[config.mk]
export PLATFORM = sky130hd
export DESIGN_NAME = pmt_gate_sequencer
export DESIGN_NICKNAME = d
export VERILOG_FILES = /design/src/rtl/pmt_gate_sequencer.sv
export SDC_FILE = /design/constraint.sdc
export NUM_CORES = 1
export LEC_CHECK = 0
export CAP_MARGIN = 10
export CORE_MARGIN = 3
export CORE_UTILIZATION = 56
export DETAILED_ROUTE_END_ITERATION = 10
export GPL_ROUTABILITY_DRIVEN = 0
export GPL_TIMING_DRIVEN = 0
export PLACE_DENSITY_LB_ADDON = 0.15
export SLEW_MARGIN = 20
export SYNTH_ARGS = -nofsm -noshare
export SYNTH_HDL_FRONTEND = slang
export SYNTH_SLANG_ARGS = --single-unit
export TNS_END_PERCENT = 50
[constraint.sdc]
create_clock -name clk -period 3.2 [get_ports clk]
set_clock_uncertainty 0.2 [all_clocks]
set_input_delay 0.8 -clock clk [delete_from_list [all_inputs] [get_ports clk]]
set_output_delay 0.8 -clock clk [all_outputs]
set_load 0.02 [all_outputs]
[src/rtl/pmt_gate_sequencer.sv]
// Gated PMT photon counter: runs num_windows gates of window_len cycles each, hands off each count.
// Optional macro PMT_DEAD_TIME_EN adds a DEAD_CYC-cycle dead time after every counted pulse.
module pmt_gate_sequencer #(
   parameter int CNT_W = 16,
   parameter int WIN_W = 16,
   parameter int IDX_W = 8
`ifdef PMT_DEAD_TIME_EN
   ,
   parameter int DEAD_CYC = 4
`endif
) (
   input  logic             clk,
   input  logic             reset,
   input  logic             start,
   input  logic             abort,
   input  logic [WIN_W-1:0] window_len,
   input  logic [IDX_W-1:0] num_windows,
   input  logic             pmt_pulse,
   input  logic             rd_ack,
   output logic [CNT_W-1:0] count_out,
   output logic             count_valid,
   output logic [IDX_W-1:0] window_idx,
   output logic             overflow,
   output logic             busy,
   output logic             done
);

   typedef enum logic [1:0] {IDLE, COUNT, HOLD, DONE} state_t;

   state_t           state, state_d;
   logic [WIN_W-1:0] len_q, cyc_q;
   logic [IDX_W-1:0] num_q, idx_q;
   logic [CNT_W-1:0] acc_q, cnt_q, acc_inc;
   logic             ovf_q, ovf_out_q, valid_q, ovf_inc;
   logic             start_ok, last_cyc, last_win, pulse_ok, acc_sat, win_start;

   assign start_ok  = start && (window_len != '0) && (num_windows != '0);
   assign last_cyc  = (cyc_q == len_q - WIN_W'(1));
   assign last_win  = (idx_q == num_q - IDX_W'(1));
   assign acc_sat   = &acc_q;
   assign win_start = ((state == IDLE) && start_ok) || ((state == HOLD) && rd_ack && !last_win);

`ifdef PMT_DEAD_TIME_EN
   localparam int DEAD_W = $clog2(DEAD_CYC + 1);
   logic [DEAD_W-1:0] dead_q;

   assign pulse_ok = pmt_pulse && (dead_q == '0);

   always_ff @(posedge clk) begin
      if (!reset || abort || win_start)
         dead_q <= '0;
      else if (state == COUNT) begin
         if (pulse_ok)
            dead_q <= DEAD_W'(DEAD_CYC);
         else if (dead_q != '0)
            dead_q <= dead_q - DEAD_W'(1);
      end
   end
`else
   assign pulse_ok = pmt_pulse;
`endif

   // A pulse at saturation leaves the count pinned and raises the window overflow flag.
   assign acc_inc = (pulse_ok && !acc_sat) ? acc_q + CNT_W'(1) : acc_q;
   assign ovf_inc = ovf_q | (pulse_ok && acc_sat);

   // NOTE: state register uses non-blocking assignment; next-state logic is purely combinational.
   always_ff @(posedge clk) begin
      if (!reset)
         state <= IDLE;
      else
         state <= state_d;
   end

   // NOTE: state_d gets a default before the case so no path can infer a latch.
   always_comb begin
      state_d = state;
      case (state)
         IDLE:    if (start_ok) state_d = COUNT;
         COUNT:   if (last_cyc) state_d = HOLD;
         HOLD:    if (rd_ack)   state_d = last_win ? DONE : COUNT;
         DONE:    state_d = IDLE;
         default: state_d = IDLE;
      endcase
      if (abort)
         state_d = IDLE;
   end

   always_ff @(posedge clk) begin
      if (!reset) begin
         len_q     <= '0;
         num_q     <= '0;
         cyc_q     <= '0;
         idx_q     <= '0;
         acc_q     <= '0;
         ovf_q     <= 1'b0;
         cnt_q     <= '0;
         ovf_out_q <= 1'b0;
         valid_q   <= 1'b0;
      end else if (abort) begin
         cyc_q   <= '0;
         acc_q   <= '0;
         ovf_q   <= 1'b0;
         valid_q <= 1'b0;
      end else begin
         case (state)
            IDLE: if (start_ok) begin
               len_q <= window_len;
               num_q <= num_windows;
               idx_q <= '0;
               cyc_q <= '0;
               acc_q <= '0;
               ovf_q <= 1'b0;
            end
            COUNT: begin
               acc_q <= acc_inc;
               ovf_q <= ovf_inc;
               cyc_q <= cyc_q + WIN_W'(1);
               if (last_cyc) begin
                  cyc_q     <= '0;
                  cnt_q     <= acc_inc;
                  ovf_out_q <= ovf_inc;
                  valid_q   <= 1'b1;
               end
            end
            HOLD: if (rd_ack) begin
               valid_q <= 1'b0;
               if (!last_win) begin
                  idx_q <= idx_q + IDX_W'(1);
                  acc_q <= '0;
                  ovf_q <= 1'b0;
               end
            end
            default: ;
         endcase
      end
   end

   assign count_out   = cnt_q;
   assign count_valid = valid_q;
   assign window_idx  = idx_q;
   assign overflow    = ovf_out_q;
   assign busy        = (state != IDLE);
   assign done        = (state == DONE);

endmodule

**Yosys cells after proc, flatten, opt, wreduce, memory -nomap -nowiden**

Cells that the tools add are included.

- Register bits: 85
- Bits of input ports: 30
- Word-level logic and storage cells: 72

- Add/sub/neg operators: 5
- Equality and inequality tests: 9
- Mux-type cells: 23
- Bitwise logic cells: 3
- Reduce and logical (&&, ||, !) cells: 22

Operators by type and width:

| cell | number |
|---|---|
| $mux W16 | 5 |
| $pmux W16 S3 | 1 |
| $add A16 B1 Y16 const B | 2 |
| $pmux W16 S2 | 1 |
| $mux W8 | 3 |
| $eq A16 B16 Y1 | 1 |
| $pmux W8 S2 | 1 |
| $reduce_and A16 Y1 | 1 |
| $reduce_bool A16 Y1 | 1 |
| $sub A16 B1 Y16 const B | 1 |
| $reduce_and A3 Y1 | 4 |
| $add A8 B1 Y8 const B | 1 |
| $eq A8 B8 Y1 | 1 |
| $mux W2 | 4 |
| $ne A2 B2 Y1 const B | 4 |
| $pmux W2 S4 | 1 |
| $reduce_bool A2 Y1 | 4 |
| $reduce_bool A8 Y1 | 1 |
| $sub A8 B1 Y8 const B | 1 |
| $mux W1 | 5 |
| $reduce_and A5 Y1 | 1 |
| $eq A2 B2 Y1 const B | 2 |
| $logic_and A1 B1 Y1 | 4 |
| $reduce_and A4 Y1 | 1 |
| other kinds (10) | 11 |

**Logic depth before layout (Yosys ltp)**

- Depth after elaboration: 5
- Gate-level depth with buffers: 10

**Worst setup path after synthesis**

Ideal clock, no wire load.

- Path type: reg2reg
- Start point: register len_q[0]
- End point: register ovf_out_q, in the netlist overflow
- Library setup time: 0.072 ns
- Data arrival time: 2.497 ns
- Path slack: 0.431 ns
- Stages on the path, launching flop included: 9
- Cell sequence: dfxtp_1 > or2_2 > or4_1 > xnor2_1 > nor4_1 > nand4_4 > nor3_4 > buf_6 > mux2i_1

- Longest elaborated chain between the ends: 3

RTL lines:

| item | line | text |
|---|---|---|
| start, declared | 31 | `logic [WIN_W-1:0] len_q, cyc_q;` |
| start signal, assigned | 108 | `len_q <= window_len;` |
| $sub A16 B1 Y16 | 38 | `assign last_cyc = (cyc_q == len_q - WIN_W'(1));` |
| $eq A16 B16 Y1 | 38 |  |
| $reduce_and A3 Y1 (no source line) | n/a |  |
| end signal, assigned | 122 | `ovf_out_q <= ovf_inc;` |
| end, declared | 34 | `logic ovf_q, ovf_out_q, valid_q, ovf_inc;` |

Every way passes these cells.
A chain may end at the register's enable or synchronous reset.

**Final worst setup path**

- Start point: input port num_windows[0]
- End point: register idx_q[7], in the netlist window_idx[7]

- Longest elaborated chain between the ends: 4

RTL lines:

| item | line | text |
|---|---|---|
| start, declared | 17 | `input logic [IDX_W-1:0] num_windows,` |
| $reduce_bool A8 Y1 | 37 | `assign start_ok = start && (window_len != '0) && (num_windows != '0);` |
| $logic_and A1 B1 Y1 | 37 |  |
| $ne A2 B2 Y1 (no source line) | n/a |  |
| $reduce_and A5 Y1 (no source line) | n/a |  |
| end signal, assigned | 129 | `idx_q <= idx_q + IDX_W'(1);` |
| end, declared | 32 | `logic [IDX_W-1:0] num_q, idx_q;` |

Every way passes these cells.

==> results.env <==
H-TREE-DEPTH=3
LARGEST_NET_DEGREE_AT_THE_START_OF_GLOBAL_ROUTING=14
HOLD_PATH.CLASS='reg2reg'
PORT_BUF_INSERTS=56
FRACTION_OF_THE_YOSYS_AREA_TAKEN_BY_SEQUENTIAL_CELLS=0.354
DETAILEDROUTE.FIRSTPASSITERATIONCOUNT=5
GRT_OVERFLOW=0
CLOCK_LATENCY_REPORTED_FOR_THE_LATE_SIDE_OF_THE_WORST_SKEW_PAIR_NS=0.35
YS_FF_LATCH=85
FLOORPLAN.DIE.HEIGHT_MICRONS=98.6
FLOORPLAN.INITIALDENSITY=0.582
LAYOUT_MIN_CYCLE_TIME_NS=3.03
DRCVIOLATIONCOUNT=0
NUMBER_OF_CORE_ROWS=33
MAX-CAP-VIOLATIONS=0
FINAL-MAX-SLEW-VIOLATION-COUNT=0
PWR_DENSITY_CELL_nW_PER_UM2=392
YOSYSWARNINGS=0
TIMING.CRITICAL_PATH.FANOUT_MAX=7
FLOORPLAN.DIE.WIDTH_MICRONS=98.6
DATA_REQUIRED_TIME_OF_THE_CRITICAL_PATH_NS=3.28
TRITONCTS='yes'
CPMAXSTAGEDELAYCELL='sky130_fd_sc_hd__or4_1'
HPWLAFTERDP_MICRONS=9070
R2R.WORST_PATH.CELLS=8
VIA_COUNT_OF_THE_FIRST_GLOBAL_ROUTING_PASS=4283
TOTALWIRELENGTH_MICRONS=12400
TOP_LEVEL_PORTS=58
WHS_PATH_DEPTH=2
CLOCK-ROOT-BUFFER='sky130_fd_sc_hd__clkbuf_8'
P_LEAK_nW=2.22
ROUTE.ANTENNA.REMAINING_NETS=0
DIE_AREA_SQ_UM=9730
CORE_SQ_UM=8260
DRT_VIA_DENSITY=6.00
BIGGEST_AREA_CONTRIBUTORS_IN_THE_SYNTHESIZED_NETLIST='sky130_fd_sc_hd__dfxtp_1 35%, sky130_fd_sc_hd__mux2i_1 7.1%, sky130_fd_sc_hd__xnor2_1 6.0%'
RELATIVE_AREA_CHANGE_FROM_SYNTHESIS_TO_FINAL_LAYOUT_PCT=20.3
TRANSITION_TIME_AT_THE_PIN_WITH_THE_LEAST_SLEW_MARGIN_NS=0.679
IR_DROP_V=0.000242
CTSHOLDBUFFERS=0
FINAL-SEQ-AREA_SQ_UM=1700
CTS.REPORTEDPATHS.CLKPINSLEW_NS=0.08
SYNTH_AREA_SQ_UM=4800
FINAL_MIN_PERIOD_OVER_CLOCK_PERIOD=0.947
FILLERS=698
ROUTE.VIAS.TOTAL=4564
SLOWEST_DELAY_NS=0.53
LAYOUT.CELLS.MOST_COMMON_LIST='85 x sky130_fd_sc_hd__dfxtp_1, 59 x sky130_fd_sc_hd__nor2_1, 56 x sky130_fd_sc_hd__clkdlybuf4s50_1'
MULTI_INPUT_COMB_AREA_SQ_UM=2950
FINAL_CORE_DENSITY=0.700
GRT_PASS1_WL_MICRONS=20700
FINAL_COMMON_CELL='sky130_fd_sc_hd__dfxtp_1'
R2R_SETUP_SLACK_NS=0.26
SETUP_VIOL_COUNT_FINAL=0
SYN_AREA_PER_CELL_SQ_UM=8.27
CRITICAL_PATH_CLASS='in2reg'
ANTENNA_FOUND_INITIAL=0
TIMING.MAX_SLEW.REL_SLACK=0.543
SYNTH_ENABLE_FLOP_CELLS=0
WORSTPATHBUFFERINVERTERCOUNT=1
CRITPATHTOPFAMILY='simple AND/OR/NAND/NOR gates'
GRT_SETUP_UNREPAIRED='no'
WORST_HOLD_PATH.ENDPOINT='ovf_q'
FIRST_ITER_VIOLATIONS=227
FINALHOLDWORSTSLACK_NS=0.264
NUM_ANTENNA_CELLS=0
CTS_BUFFER_DEPTH=2
CLOCK_SINK_COUNT=85
CRITPATHCAPTURETYPE='flip-flop'
HOLD_VIOL_FINAL=0
SYNTH_TOP_AREA_SHARE=0.354
FINALNETCOUNT=686
CP-START-KIND='primary input'
WIRE_PER_INST_MICRONS=16.4
RUN_STATUS='complete, no violations'
CRITICAL_PATH.REG2REG.ENDPOINT='cyc_q[13]'
POSTSYNTH.TOPFLOPCELL='sky130_fd_sc_hd__dfxtp_1'
SYNTHDISTINCTLIBCELLS=54
CP_DATA_ARRIVAL_TIME_NS=3.11
LAYOUT_CELL_SHARE_WITH_DRIVE_STRENGTH_BEYOND_1=0.0716
PEAK_CLOCK_FREQUENCY_SUPPORTED_BY_TIMING_GHz=0.330
HOLD_PATH.STARTPOINT='ovf_q'
REGTOREGSTARTPOINT='len_q[0]'
GLOBAL_ROUTE.USAGE.TOTAL=0.257
CRIT_PATH_CELL_TRACE='clkdlybuf4s50_1, nor4_1, a21boi_1, nand3_1, a21oi_2, nand3_2, or4_1, a21oi_1'
SYNTH_TOP_AREA_CELL='sky130_fd_sc_hd__dfxtp_1'
ASYNC_FLOP_SHARE=0
CTS_MADE_BUFFERS=9
NET_COUNT_AFTER_SYNTHESIS=616
SYN-INSTANCE-COUNT=581
## how the worst max path moves through the flow
| stage | end | depth (start not counted) | startpoint | slack [ns] |
|---|---|---|---|---|
| floorplan | overflow | 8 | len_q[0] | 0.43 |
| global placement | num_q[7] | 8 | window_len[8] | -0.42 |
| detailed placement | len_q[9] | 8 | window_len[8] | -0.45 |
| CTS | window_idx[7] | 8 | num_windows[0] | 0.002 |
| global route | acc_q[0] | 9 | window_len[8] | 0.008 |
| finish | window_idx[7] | 8 | num_windows[0] | 0.17 |
## worst register-to-register path, stage by stage (launching register included)
cell,delay (ns)
sky130_fd_sc_hd__dfxtp_1,0.36
sky130_fd_sc_hd__or2_2,0.36
sky130_fd_sc_hd__or4_1,0.42
sky130_fd_sc_hd__xnor2_1,0.15
sky130_fd_sc_hd__nor4_2,0.43
sky130_fd_sc_hd__nand4_4,0.23
sky130_fd_sc_hd__a21oi_2,0.31
sky130_fd_sc_hd__buf_2,0.28
sky130_fd_sc_hd__nor3_1,0.08
## synthesized netlist by cell type, types with 2 or more instances
| library cell | number |
|---|---|
| sky130_fd_sc_hd__a31oi_1 | 3 |
| sky130_fd_sc_hd__or4_1 | 5 |
| sky130_fd_sc_hd__and2_1 | 5 |
| sky130_fd_sc_hd__o31ai_1 | 3 |
| sky130_fd_sc_hd__a211o_1 | 2 |
| sky130_fd_sc_hd__dfxtp_1 | 85 |
| sky130_fd_sc_hd__nor3b_1 | 3 |
| sky130_fd_sc_hd__buf_2 | 5 |
| sky130_fd_sc_hd__a211oi_1 | 3 |
| sky130_fd_sc_hd__nor2_1 | 59 |
| sky130_fd_sc_hd__nand3_1 | 20 |
| sky130_fd_sc_hd__nand4_1 | 28 |
| sky130_fd_sc_hd__nand4b_1 | 3 |
| sky130_fd_sc_hd__a21oi_1 | 36 |
| sky130_fd_sc_hd__o21ai_0 | 24 |
| sky130_fd_sc_hd__and4_1 | 5 |
| sky130_fd_sc_hd__or3_1 | 15 |
| sky130_fd_sc_hd__nor2b_1 | 7 |
| sky130_fd_sc_hd__nand3_2 | 2 |
| sky130_fd_sc_hd__buf_6 | 2 |
| sky130_fd_sc_hd__inv_1 | 9 |
| sky130_fd_sc_hd__mux2i_1 | 34 |
| sky130_fd_sc_hd__nor4_1 | 11 |
| sky130_fd_sc_hd__nor4_2 | 2 |
| sky130_fd_sc_hd__xor2_1 | 26 |
| sky130_fd_sc_hd__nand2b_1 | 2 |
| sky130_fd_sc_hd__or2_2 | 4 |
| sky130_fd_sc_hd__nor3_1 | 23 |
| sky130_fd_sc_hd__xnor2_1 | 33 |
| sky130_fd_sc_hd__nand2_1 | 52 |
| sky130_fd_sc_hd__ha_1 | 5 |
| sky130_fd_sc_hd__and3_1 | 8 |
| sky130_fd_sc_hd__o211ai_1 | 3 |
| sky130_fd_sc_hd__o211a_1 | 9 |
| sky130_fd_sc_hd__clkbuf_1 | 26 |
## logic make-up after synthesis
family / count (synthesis) / synth area share
flops: 85 / 0.354
mux: 35 / 0.0732
buf+inv: 43 / 0.0380
compound gates: 95 / 0.126
fa+ha+maj: 5 / 0.0130
xor+xnor: 59 / 0.108
simple gates: 259 / 0.288
## through the flow
| stage | TNS (ns) | setup slack (ns) | std cells | total power, mW | instance area (sq um) |
|---|---|---|---|---|---|
| final | 0 | 0.170 | 761 | 2.27 | 5780 |
| after global routing | 0 | 0.00756 | 761 | 2.35 | 5780 |
| after CTS | 0 | 0.00206 | 758 | 2.26 | 5730 |
| after detailed placement | -15.36 | -0.449 | 742 | 1.42 | 5500 |
| after global placement | -13.65 | -0.422 | 742 | 1.41 | 5500 |
| after floorplan | 0 | 0.431 | 581 | 1.32 | 4800 |
## flip-flops by register name, summed over array words and instances, names as in the netlist, 2 cells and up
register	cells
count_out	16
cyc_q	16
len_q	16
acc_q	16
window_idx	8
num_q	8
state	2
## area by class of cell
cell class                 count  share of cell area
multi-input combinational    453               0.510
sequential                    85               0.294
timing repair buffer          59               0.101
clock buffer                  13              0.0275
buffer                        33              0.0258
tap                          105              0.0227
clock inverter                 3              0.0117
inverter                      10             0.00650
## power by group
group          leakage (nW)  internal (mW)  switching [mW]  total [mW]
registers             0.687           1.07          0.0246        1.10
logic                  1.43          0.138           0.171       0.309
clock network         0.110          0.483           0.376       0.859
total                  2.22           1.70           0.571        2.27
## metal layers
| layer | track usage | wire length, microns |
|---|---|---|
| met5 | 0 | 0 |
| met4 | 0.0809 | 153 |
| met3 | 0.0418 | 704 |
| met2 | 0.423 | 5970 |
| met1 | 0.346 | 5630 |
## what timing repair did
item / CTS / global route
buffers inserted: 0 / 3
resized for setup: 3 / 9
pin swaps: 0 / 3
endpoints found under the setup margin: 30 / 54
(Power assumes the default switching activity.)
